[config.mk]
export PLATFORM = sky130hd
export DESIGN_NAME = jtag_bsr_chain
export DESIGN_NICKNAME = d
export VERILOG_FILES = /design/src/rtl/jtag_bsr_chain.sv
export SDC_FILE = /design/constraint.sdc
export NUM_CORES = 1
export LEC_CHECK = 0
export CORE_UTILIZATION = 37
export DETAILED_ROUTE_END_ITERATION = 10
export MAX_ROUTING_LAYER = met4
export PLACE_DENSITY_LB_ADDON = 0.05
export RECOVER_POWER = 50
export SYNTH_ARGS = -nofsm -noshare
export SYNTH_HDL_FRONTEND = slang
export SYNTH_SLANG_ARGS = --single-unit
[constraint.sdc]
create_clock -name tck -period 1.12 [get_ports tck]
set_input_delay 0.112 -clock tck [delete_from_list [all_inputs] [get_ports tck]]
set_output_delay 0.112 -clock tck [all_outputs]
set_load 0.005 [all_outputs]
[src/rtl/jtag_bsr_chain.sv]
// Boundary-scan register chain sitting between core logic and pads.
// Capture loads pad inputs and core outputs into the chain, and shift
// moves the chain one bit toward bsr_tdo. A rising edge on bsr_update
// copies the chain into the update register, which drives pads and core
// while bsr_mode is high.
module jtag_bsr_chain #(
  parameter int N_IN  = 4,
  parameter int N_OUT = 4
) (
  input  logic             tck,
  input  logic             trst,
  input  logic             bsr_tdi,
  input  logic             bsr_clk,
  input  logic             bsr_shift,
  input  logic             bsr_update,
  input  logic             bsr_mode,
  output logic             bsr_tdo,
  input  logic [N_IN-1:0]  pad_in,
  output logic [N_IN-1:0]  core_in,
  input  logic [N_OUT-1:0] core_out,
  output logic [N_OUT-1:0] pad_out
);

  localparam int N = N_IN + N_OUT;

  logic [N-1:0] r_chain;
  logic [N-1:0] r_upd;
  logic         r_upd_q;
  logic         w_upd_load;

  // Load the update register only on the rising edge of bsr_update.
  // Holding the request high therefore causes no further loads.
  assign w_upd_load = bsr_update & ~r_upd_q;

  // Capture/shift chain. bsr_clk is an enable sampled on tck, not a clock.
  // NOTE: state uses non-blocking assignments so that r_upd below samples
  // the pre-edge chain value even when a shift occurs on the same edge.
  always_ff @(posedge tck or posedge trst) begin
    if (trst) begin
      r_chain <= '0;
    end else if (bsr_clk) begin
      if (bsr_shift) begin
        r_chain <= {bsr_tdi, r_chain[N-1:1]};
      end else begin
        r_chain <= {core_out, pad_in};
      end
    end
  end

  // Update request edge detector and update register.
  always_ff @(posedge tck or posedge trst) begin
    if (trst) begin
      r_upd_q <= 1'b0;
      r_upd   <= '0;
    end else begin
      r_upd_q <= bsr_update;
      if (w_upd_load) begin
        r_upd <= r_chain;
      end
    end
  end

  // Serial out comes straight from the chain LSB with no extra stage.
  assign bsr_tdo = r_chain[0];

  // Test mode substitutes the update register for the functional paths.
  // bsr_mode only selects here, so it never disturbs chain or update state.
  assign pad_out = bsr_mode ? r_upd[N-1:N_IN] : core_out;
  assign core_in = bsr_mode ? r_upd[N_IN-1:0] : pad_in;

endmodule
After elaboration in Yosys (flattened, before gate mapping)
Index checks and enable logic that the tools add are counted.

word-level totals
  register bits = 17
  input bits = 15
  output and inout bits = 9
  word-level logic and storage cells = 8

operators by class
  muxes and demuxes = 3
  bitwise logic cells = 2

operator list
  kind               number
  2-to-1 mux 4 bit   2
  2-to-1 mux 8 bit   1
  bitwise AND 1 bit  1
  NOT 1 bit          1

Logic depth before layout (Yosys ltp)
Gate-level depths: netlist (run 1).

  word-level depth = 2
  gate-level depth with buffers = 4
  depth with buffers taken out = 2

Least setup slack after synthesis (run 1)
OpenSTA, ideal clock, no wires.

  path type = flip-flop to flip-flop
  from = register r_upd_q
  to = register r_upd[0]
  setup time = 0.125 ns
  data arrival time = 0.914 ns
  data required time = 0.995 ns
  slack = 0.081 ns
  stages on the path, launching flop included = 4
  path buffers = 1
  clock period less this slack = 1.039 ns
  cell sequence = dfrtp_1 > nor2b_4 > buf_6 > mux2_4

between the ends
  longest elaborated chain between the ends = 2

RTL lines
  element                 line  RTL
  from (decl)             28    logic r_upd_q;
  from (signal assigned)  56    r_upd_q <= bsr_update;
  NOT 1 bit               33    assign w_upd_load = bsr_update & ~r_upd_q;
  bitwise AND 1 bit       33
  to (signal assigned)    58    r_upd <= r_chain;
  to (decl)               27    logic [N-1:0] r_upd;

Every way passes these cells.
A chain may end at the register's enable or synchronous reset.

Worst setup path after layout (run 1)
  from = register r_upd[5]
  to = output pad_out[1]

between the ends
  longest elaborated chain between the ends = 1

RTL lines
  element           line  RTL
  2-to-1 mux 4 bit  68    assign pad_out = bsr_mode ? r_upd[N-1:N_IN] : core_out;
  to (decl)         21    output logic [N_OUT-1:0] pad_out

Every way passes these cells.

==> summary by stage, run 1 <==
Worst setup path
STA classifies the critical path endpoint as an output pin. Together, buffers and inverters on the worst path number 1. The slowest library cell on the worst path is sky130_fd_sc_hd__dfrtp_1.

The worst register-to-register path has a setup slack of approximately 30 ps. The classification of the worst setup path is flip-flop to output pin. The largest single stage delay on the critical path is 400 ps. The kind of cell adding the most delay to the critical path is flip-flops.

The worst setup path is launched from a flip-flop. The worst endpoint required time is 1010 ps. The data arrival time of the critical path is about 1100 ps. The highest net fanout along the worst path is 2.

Walking the worst path, the cells encountered are mux2_4 > buf_6.

Synth
The biggest area contributor in the post-synthesis netlist is sky130_fd_sc_hd__dfrtp_1. After technology mapping, the gate count stands at 64. The average cell area after synthesis is 13.1 sq um. The mapped cell area is around 840 sq um. The distinct cell type count of the synthesized netlist is 12. After synthesis the netlist holds a flip-flop and latch count of 17. The synthesized netlist net count is 79. The Yosys step of the flow raised 0 warnings. The share of the Yosys chip area taken by registers is 50.7%. After synthesis, the cell types taking the most area are sky130_fd_sc_hd__dfrtp_1, sky130_fd_sc_hd__mux2_4, sky130_fd_sc_hd__mux2_2. The share of Yosys cell area claimed by the top area cell type is 50.7%.

Finish
The antenna diode count is 0. The area growth from synthesis to layout is 54.2%. In the final design database the tool counted 122 nets. For this run, the number of standard cells in the final layout without fillers is 133. The share of layout cells above drive strength 1 is 45.3%.

Drt
The DRC violation count after routing is 0. The final layout contains routed wiring with a total length of 1.78 mm. The number of DRC markers in iteration 0 is 2.

After detailed routing, the average wire length per cell comes to 13.3 microns. After detailed routing, the number of vias per cell comes to 4.70. Across all layers, the routed design uses 625 vias. In this run the remaining antenna-violating nets after routing total 0. The number of search-and-repair iterations in the first detailed-routing pass is 2.

GRT
Global routing used between 10% and 20% of the available tracks. The leftover overflow at the end of global routing is 0. The wire length of the first global-routing pass is ~3.1 mm. The number of global-route vias before repair is around 630.

Entering global routing, the biggest net connects 18 pins. The number of antenna violations at the first check in global routing was 0.

Clock tree
After clock tree synthesis, the clock-pin slew on the worst setup and hold paths is 100 ps. Clock latency on the worst-skew pair, taken at its later pin, is 290 ps. The root buffer cell chosen for the clock tree is sky130_fd_sc_hd__clkbuf_4. The number of buffers created by CTS is 3. The maximum clock path buffer count is 2. The number of buffers inserted by hold repair at cts is 0. TritonCTS built the clock tree. The number of levels the H-tree was split into is 1. The sink count of the clock tree is 17.

Min path
The worst min-delay path class is input pin to asynchronous set/reset pin.

Die
After floorplanning, the core was sized to cover about 0.0020 sq mm. The number of top-level design ports is 24. The die height is a little under 50 microns. The die covers 0.00246 sq mm. The horizontal die dimension is 49.6 microns. Row generation in the floorplan step produced 16 rows. The effective utilization at floorplan is 41.1%.

STA
Setup repair after global routing could not meet its margin everywhere. The max-slew violation count is 0. Dividing the final minimum period by the clock period gives 107%. The minimum period implied by the final worst setup slack is 1200 ps. The final worst clock skew is 7.55 ps. The setup slack after layout is -75.8 ps. The hold violation total from the final report is 0. At the pin with the least slew margin, the transition time is between 400 and 500 ps.

The relative max-transition margin is 71.0%. Derived from the worst setup path, the maximum achievable clock frequency is 0.836 GHz. Setup violations remaining at the end of the flow were counted as 8.

Hold timing on the final database bottoms out at a slack of 322 ps.

Power and ir drop
The leakage component of the power is 0.619 nW. IR analysis of the VDD net gives a maximum drop of 0.000821 V. The total power per unit cell area is between 1000 and 1500 mW/mm^2. The total power draw is between 0.0015 and 0.002 W.

Outcome
The checks that failed: setup timing. The flow ran to the end, but the final reports show violations.

Placement
After legalization and detailed placement, the total HPWL measured between 1 and 1.5 mm. In this run the tool buffered the top-level ports with 23 buffer cells. After detailed placement, the design holds a cell count of 121. Routability-driven placement finished with a final weighted congestion of 0.710.

Job
The number of violations of the max-capacitance limit is 0.
-- worst min-delay path: stages --
cell                            delay (ps)
sky130_fd_sc_hd__dlygate4sd3_1         530
sky130_fd_sc_hd__inv_1                  50
sky130_fd_sc_hd__clkbuf_2              370
-- power breakdown --
part           switching, W  leakage (nW)  internal [W]
clock network      0.000197        0.0150      0.000139
logic              0.000164         0.416      0.000408
registers         0.0000643         0.188      0.000714
total              0.000425         0.619       0.00126
-- sequential cells by signal, indices dropped and copies added (netlist names) --
| name | count |
|---|---|
| r_upd_q | 1 |
| r_upd | 8 |
| r_chain | 8 |
-- final cells by class --
| cell class | instances | area, sq um |
|---|---|---|
| fillers | 181 | 747 |
| flip-flops and latches | 17 | 425 |
| repair buffers | 43 | 405 |
| multi-input cells | 41 | 400 |
| well taps | 27 | 33.8 |
| clock buffers | 4 | 26.3 |
| inverters | 1 | 3.75 |
-- layout by cell type, fill, tap and decap left out, drive strengths merged --
cell	synthesis	routed
nor2	8	8
clkdlybuf4s50	0	11
clkbuf	1	5
nor2b	1	1
mux2i	8	8
dlygate4sd2	0	2
mux2	16	16
a21oi	8	8
inv	1	1
dfrtp	17	17
buf	4	27
dlygate4sd3	0	2
-- cells by family (layout without fill, tap and decap cells) --
| family | Yosys count | after routing | share of synthesized area, % |
|---|---|---|---|
| and+or+nand+nor | 9 | 9 | 5.22 |
| AOI/OAI and AO/OA | 8 | 8 | 4.77 |
| DFF | 17 | 17 | 50.7 |
| buffers and inverters | 6 | 48 | 4.77 |
| muxes | 24 | 24 | 34.6 |
-- metal layers --
layer | GRT usage (%) | up-vias | share of wire (%)
li1 | - | 305 | -
met1 | 21.4 | 301 | 42
met2 | 27.7 | 14 | 53
met3 | 5.56 | 5 | 3.8
met4 | 5.71 | 0 | 1.6
met5 | - | - | 0
-- path summary, 6_finish.rpt --
check | cells after the start | to | from
max in group asynchronous | 3 | r_chain[5] | trst
hold reg to reg | 1 | r_upd[4] | r_upd[4]
min in group tck | 1 | r_upd_q | bsr_update
setup reg to reg | 3 | r_upd[7] | r_upd_q
hold / removal | 3 | r_chain[1] | trst
setup / recovery | 2 | pad_out[1] | r_upd[5]
-- through the flow --
| stage | worst slack (ps) | area (sq um) | utilization, % | setup TNS (ps) |
|---|---|---|---|---|
| 2_1_floorplan | 80.5 | 840 | - | 0 |
| 3_3_place_gp | -517 | 1180 | 57.9 | -5770 |
| 3_5_place_dp | -519 | 1180 | 57.9 | -6030 |
| 4_1_cts | -86.8 | 1270 | 62.1 | -602 |
| 5_1_grt | -112 | 1290 | 63.4 | -798 |
| 6_report | -75.8 | 1290 | 63.4 | -457 |
-- synth_stat cells --
master	instances
sky130_fd_sc_hd__clkbuf_2	1
sky130_fd_sc_hd__inv_1	1
sky130_fd_sc_hd__buf_2	1
sky130_fd_sc_hd__mux2_4	8
sky130_fd_sc_hd__nor2_1	8
sky130_fd_sc_hd__buf_6	1
sky130_fd_sc_hd__mux2i_1	8
sky130_fd_sc_hd__nor2b_4	1
sky130_fd_sc_hd__mux2_2	8
sky130_fd_sc_hd__buf_4	2
sky130_fd_sc_hd__dfrtp_1	17
sky130_fd_sc_hd__a21oi_1	8
-- what timing repair did --
item,in CTS,in global routing
gates resized for setup,49,0
endpoints found under the setup margin,9,16
setup buffers,4,4
Power figures use the tool's default switching activity.
==> run 2, diff against run 1 <==
--- a/config.mk
+++ b/config.mk
@@ -10,6 +10,7 @@
 export MAX_ROUTING_LAYER = met4
 export PLACE_DENSITY_LB_ADDON = 0.05
 export RECOVER_POWER = 50
+export SLEW_MARGIN = 20
 export SYNTH_ARGS = -nofsm -noshare
 export SYNTH_HDL_FRONTEND = slang
 export SYNTH_SLANG_ARGS = --single-unit
==> constraint.sdc (replaced) <==
create_clock -name tck -period 1.25 [get_ports tck]
set_input_delay 0.125 -clock tck [delete_from_list [all_inputs] [get_ports tck]]
set_output_delay 0.125 -clock tck [all_outputs]
set_load 0.005 [all_outputs]
==> run 2 against run 1 <==
  * Highest routed layer unchanged
  * The run now ends clean
  * Flip-flop and latch count unchanged
  * Critical endpoint unchanged
  * Critical path depth is the same
  * Wire length shrank 12%
  * Power down 17%
  * Sequential power shrank 10%
==> summary by stage, run 2 (synthesized netlist as in run 1, its figures left out) <==
Outcome
The run finished with clean final reports.

Finish
The antenna diode count is 0. In the final design database the tool counted around 120 nets. Relative to the synthesized area, the layout overhead comes to 43.7%.

The library cell used most frequently in the layout, excluding fill and tap cells, is sky130_fd_sc_hd__dfrtp_1. The library cells used most frequently in the layout, excluding fill and tap cells, are sky130_fd_sc_hd__dfrtp_1, sky130_fd_sc_hd__clkdlybuf4s50_1, sky130_fd_sc_hd__mux2_4. The largest registers in the layout are r_chain: 8 flops, r_upd: 8 flops, r_upd_q: 1 flops. The share of layout cells above drive strength 1 is 42.0%.

Clock tree
The tree is rooted in a sky130_fd_sc_hd__clkbuf_4. The number of buffers created by CTS is 3. The maximum clock path buffer count is 2. Clock-pin slew was measured on the worst setup and hold paths at 110 ps. The number of levels the H-tree was split into is 1. TritonCTS built the clock tree. The tree built by TritonCTS fans out to 17 sinks. The clock insertion delay at the later pin of the skew report is roughly 290 ps. The number of buffers inserted by hold repair at cts is 0.

Die
The die covers about 0.0025 sq mm. The die height is 49.6 microns. The number of top-level design ports is 24. The site row count is 16. From left edge to right edge, the die measures 49.6 microns.

For this configuration, the core starts out at a cell density of 41.1%. The region available for standard cell placement spans 0.00204 sq mm.

Power and ir drop
The analysis attributes to cell leakage a power of approximately 0.56 nW. Cell internal power was estimated by the tool at 0.00104 W. The power share of the sequential group is about half. The switching part of the total is 25.1%.

The total power draw is roughly 0.0014 W. The peak ir drop on the vdd network is 0.000842 V. The portion of total power attributed to combinational logic is 29.3%. The switching power of the nets is 0.000350 W. Per report_power, the clock group accounts for 20.7% of the total. The total power per unit cell area is 1160 mW/mm^2.

STA
The hold violation total from the final report is 0. After routing, the total negative slack on setup checks comes to 0 ps. The smallest clock period supported by the final layout is computed as 1210 ps. The actual transition at the worst max-transition pin is 917 ps.

The max-slew violation count is 0. Headroom to the max-slew limit came out at roughly 39%. Clock skew on the completed layout was measured at 11.5 ps. Setup violations remaining at the end of the flow were counted as 0.

Based on the critical path, the design can be clocked at up to 0.829 GHz. The final period utilization is 96.5%. Setup repair after global routing left no endpoint under its margin.

Drt
For this block, the initial DRC count from the detailed router was 2. The detail route stage leaves a number of antenna-violating nets equal to 0. Dividing the detail-routed wire length by the instance count gives 12.4 microns.

The routed design has 1.57 mm of wire. The routed via count is between 500 and 600. The number of search-and-repair iterations in the first detailed-routing pass is 2. The via-per-instance ratio is 4.59. In the routed design, unresolved DRC markers number 0.

Worst setup path
The worst endpoint required time is 1120 ps. The capturing element type of the critical path is an output pin. The worst setup path is of the flip-flop to output pin kind.

The worst setup path is launched from a flip-flop. The highest net fanout along the worst path is 2. The worst reg-to-reg setup slack is ~170 ps. Data arrives at the worst endpoint at 1080 ps.

GRT
The wire length of the first global-routing pass is 2.74 mm. Entering global routing, the biggest net connects 18 pins. Global routing finished with a remaining overflow of 0.

Global routing consumed, over all layers together, between 15 and 20% of the routing resources. The number of global-route vias before repair is 601. The number of antenna violations at the first check in global routing is 0.

Min path
The worst min-delay path class is input pin to asynchronous set/reset pin.

Placement
The number of port buffers is 23. The post-detailed-placement half-perimeter wirelength is 1.11 mm. The congestion estimate from routability-driven global placement came to 0.704.

Job
The number of violations of the max-capacitance limit is 0.
-- run 2: changes by cell type in the layout (fill, tap and decap cells not counted), sizes merged --
cell,before,now
buf,27,21
clkbuf,5,4
clkdlybuf4s50,11,12
clkinv,0,1
dlygate4sd3,2,1
-- run 2: critical path, stage by stage, from the launching register on --
cell                      delay, ps
sky130_fd_sc_hd__dfrtp_1        410
sky130_fd_sc_hd__mux2_4         270
sky130_fd_sc_hd__buf_6          120
-- run 2: stage by stage --
stage	setup WS [ps]	hold WS, ps	area, sq um	utilization [%]	instances
finish	43.4	389	1210	59.1	127
global placement	-416	460	1170	57.2	119
detailed placement	-421	464	1170	57.2	119
CTS	34.3	135	1180	57.9	126
global route	1.97	427	1210	59.1	127
floorplan	211	51.1	840	-	64
-- run 2: cell type report --
class,count,area (sq um)
Timing Repair Buffer,37,334
Inverter,1,3.75
Multi-Input combinational cell,41,382
Clock buffer,3,22.5
Sequential cell,17,425
Clock inverter,1,5.00
Tap cell,27,33.8
Fill cell,183,836
-- run 2: power by group through the flow --
stage,sequential (W),clock [W],combinational [W]
floorplan,0.000690,0,0.000220
global placement,0.000707,0,0.000396
detailed placement,0.000708,0,0.000399
CTS,0.000696,0.000307,0.000386
global route,0.000708,0.000330,0.000445
finish,0.000697,0.000288,0.000408
-- run 2: path summary, 6_finish.rpt --
kind,from,endpoint,depth (start not counted)
hold reg to reg,r_upd[1],r_upd[1],1
min in group tck,bsr_update,r_upd_q,1
max in group asynchronous,trst,r_chain[6],3
setup / recovery,r_upd[5],pad_out[1],2
hold / removal,trst,r_upd[0],3
setup reg to reg,r_upd_q,r_upd[6],3
-- run 2: per-layer routing --
| layer | global-route usage [%] | part of all wire (%) |
|---|---|---|
| met1 | 18.4 | 46 |
| met2 | 24.8 | 50 |
| met3 | 6.48 | 3.4 |
| met4 | 2.86 | 0.83 |
| met5 | - | 0 |
-- run 2: repair_timing --
item,in CTS,in global routing
hold endpoints to repair,0,0
buffers inserted,3,1
gates resized for setup,36,4
endpoints found under the setup margin,9,3
==> run 3, diff against run 2 <==
--- a/config.mk
+++ b/config.mk
@@ -6,6 +6,7 @@
 export NUM_CORES = 1
 export LEC_CHECK = 0
 export CORE_UTILIZATION = 37
+export CTS_BUF_LIST = sky130_fd_sc_hd__clkbuf_16
 export DETAILED_ROUTE_END_ITERATION = 10
 export MAX_ROUTING_LAYER = met4
 export PLACE_DENSITY_LB_ADDON = 0.05
==> run 3 against run 2 <==
  * Count of clock-buffer cells in the layout unchanged
  * Worst setup slack worse by 4.0 ps
  * First-iteration DRC count unchanged
==> summary by stage, run 3 (synthesized netlist as in run 1, its figures left out) <==
STA
The highest clock frequency the design can meet is 0.826 GHz. At the pin with the least slew margin, the transition time is 428 ps. The max-slew violation count is 0.

Setup repair after global routing left no endpoint under its margin. The worst path needs approximately 1200 ps of the cycle, external delays included. Setup violations remaining at the end of the flow were counted as 0. Across all setup checks in the final design, the least slack found is 39.5 ps.

The hold violation total from the final report is 0. The final worst clock skew is between 4 and 5 ps. Hold is met by 396 ps. The relative max-transition margin is 71.5%.

In the finished design, the share of the clock period the worst path needs comes to 96.8%.

Die
The horizontal die dimension is approximately 50 microns. Measured along the y axis, the die boundary spans roughly 50 microns. The floorplan step defined a core boundary enclosing 0.00204 sq mm.

The full die area is 0.00246 sq mm. The effective utilization at floorplan is 41.1%. The floorplan has 16 rows.

In this run the count of I/O pins placed on the die edge is 24.

Clock tree
The cell chosen for the clock root is sky130_fd_sc_hd__clkbuf_16. No sink is reached through more buffers than the 2 on the longest clock path. The clock insertion delay at the later pin of the skew report is about 250 ps. The sink count of the clock tree is 17. The number of levels the H-tree was split into is 1. TritonCTS built the clock tree. The number of buffers inserted by hold repair at cts is 0. The number of buffers created by CTS is 3. Clock-pin slew was measured on the worst setup and hold paths at ~50 ps.

Placement
The number of port buffers is 23. Before CTS, the worst setup slack after placement is -421 ps. The number of cells after detailed placement is 119. The HPWL after detailed placement is approximately 1.1 mm. The standard cell area after detailed placement is 0.00117 sq mm. The last weighted congestion value of the routability-driven placer is 0.704.

Worst setup path
The combined buffer and inverter count along the critical path is 1. Along the worst path, the maximum fanout reaches 2. In this run the register-to-register setup slack is roughly 170 ps. The worst setup path is captured at an output pin. Walking the worst path, the cells encountered are mux2_2 > clkdlybuf4s15_1.

The cell count of the worst reg-to-reg path is 3. The delay of the slowest critical-path stage is 380 ps. The slowest library cell on the worst path is sky130_fd_sc_hd__dfrtp_1.

The launching instance or port of the critical path is r_upd[6]. The worst reg2reg path endpoint is r_upd[6]. The beginning of the worst register-to-register path is r_upd_q. At the worst endpoint, the required time is approximately 1100 ps.

STA classifies the critical path startpoint as a flip-flop. STA puts the critical path data arrival time at 1090 ps. The kind of cell adding the most delay to the critical path is flip-flops. The critical path is of the flip-flop to output pin type.

Finish
The most common cell after layout, fill and taps aside is sky130_fd_sc_hd__dfrtp_1. The layout has 177 filler cells. The number of nets in the finished design is approximately 120. The antenna diode count is 0. The share of the core filled with cells in the final layout is between 60% and 70%. The top cell types in the final layout, fill and taps aside, are sky130_fd_sc_hd__dfrtp_1, sky130_fd_sc_hd__clkdlybuf4s50_1.

The area of all placed cells without fillers is 0.00124 sq mm. The count of non-filler cells in the finished layout is 126. From synthesis to final layout, the design area changed by 48.1%. The share of layout cells above drive strength 1 is 37.4%. The largest registers in the layout are r_chain: 8 flops, r_upd: 8 flops, r_upd_q: 1 flops.

Drt
The first detailed-routing pass ran for 3 iterations. The routed wire length is 1.57 mm. Detailed routing inserted a total of 581 vias. In the routed design, unresolved DRC markers number 0. The via-per-instance ratio is 4.61. In this run the remaining antenna-violating nets after routing total 0. The number of DRC markers in iteration 0 is 2. The wire length per cell after detailed routing is between 10 and 15 microns.

Power and ir drop
The internal power consumption is 0.00134 W. The portion of total power attributed to combinational logic is 22.6%. The switching power of the nets is 0.000380 W. The leakage component of the power is 0.567 nW. Per report_power, the clock group accounts for 36.8% of the total. The switching part of the total is 22.1%. The peak ir drop on the vdd network is just over 0.001 V. The power share of the sequential group is 40.6%.

The total power per unit cell area is 1380 mW/mm^2.

GRT
The aggregate global-route resource usage is 15.7%. The maximum number of pins on one net before global-route repair is 18. The number of global-route vias before repair came to 612. The number of antenna violations at the first check in global routing is 0. The first global-routing pass estimated 2.77 mm of wire. The total overflow left after global routing is 0.

Min path
In this run the worst hold path is classified as input pin to asynchronous set/reset pin.

Job
The tool flagged a number of max-cap violations equal to 0.

Outcome
The run finished with clean final reports.
-- run 3: cell types whose count changed in the layout (fill, tap and decap cells not counted), moves of 3 or more --
cell                              change
sky130_fd_sc_hd__clkdlybuf4s15_1      +5
sky130_fd_sc_hd__clkbuf_4             -3
sky130_fd_sc_hd__clkbuf_16            +3
sky130_fd_sc_hd__buf_2                -6
sky130_fd_sc_hd__clkbuf_2             +5
-- run 3: how the worst max path moves through the flow --
stage,to,slack [ps],depth (start not counted)
3_3_place_gp,pad_out[1],-420,4
2_1_floorplan,r_upd[0],210,3
3_5_place_dp,pad_out[1],-420,4
4_1_cts,pad_out[1],20,2
5_1_grt,core_in[1],4,2
6_report,pad_out[2],40,2
-- run 3: layer usage --
metal	vias up	part of all wire (%)	track usage [%]
li1	296	-	-
met1	270	44	19.0
met2	13	51	24.5
met3	2	4.3	5.56
met4	0	0.76	4.29
met5	-	0	-
-- run 3: metrics by stage --
step | power, W | TNS, ps
after floorplan | 0.000910 | 0
after global placement | 0.00110 | -3770
after detailed placement | 0.00111 | -3840
after CTS | 0.00176 | 0
after global routing | 0.00181 | 0
final | 0.00172 | 0
-- run 3: what timing repair did --
action                                  in CTS  in global routing
setup buffers                                3                  0
endpoints found under the setup margin       9                  3
gates resized for setup                     19                  3
-- run 3: power groups by stage --
stage                     logic [W]  registers (W)  clock network, W
final                      0.000388       0.000697          0.000633
after global routing       0.000426       0.000710          0.000671
after CTS                  0.000411       0.000698          0.000650
after detailed placement   0.000399       0.000708                 0
after global placement     0.000396       0.000707                 0
after floorplan            0.000220       0.000690                 0
-- run 3: layout make-up --
cell class | count | area (sq um) | share of cell area (%)
Sequential cell | 17 | 425 | 34.2
Multi-Input combinational cell | 41 | 374 | 30.1
Timing Repair Buffer | 36 | 327 | 26.3
Clock buffer | 3 | 75.1 | 6.04
Tap cell | 27 | 33.8 | 2.72
Clock inverter | 1 | 5.00 | 0.402
Inverter | 1 | 3.75 | 0.302
-- run 3: worst register-to-register path: stages, from the launching register on --
cell	delay [ps]
sky130_fd_sc_hd__dfrtp_1	390
sky130_fd_sc_hd__nor2b_4	130
sky130_fd_sc_hd__buf_12	140
sky130_fd_sc_hd__mux2_4	300
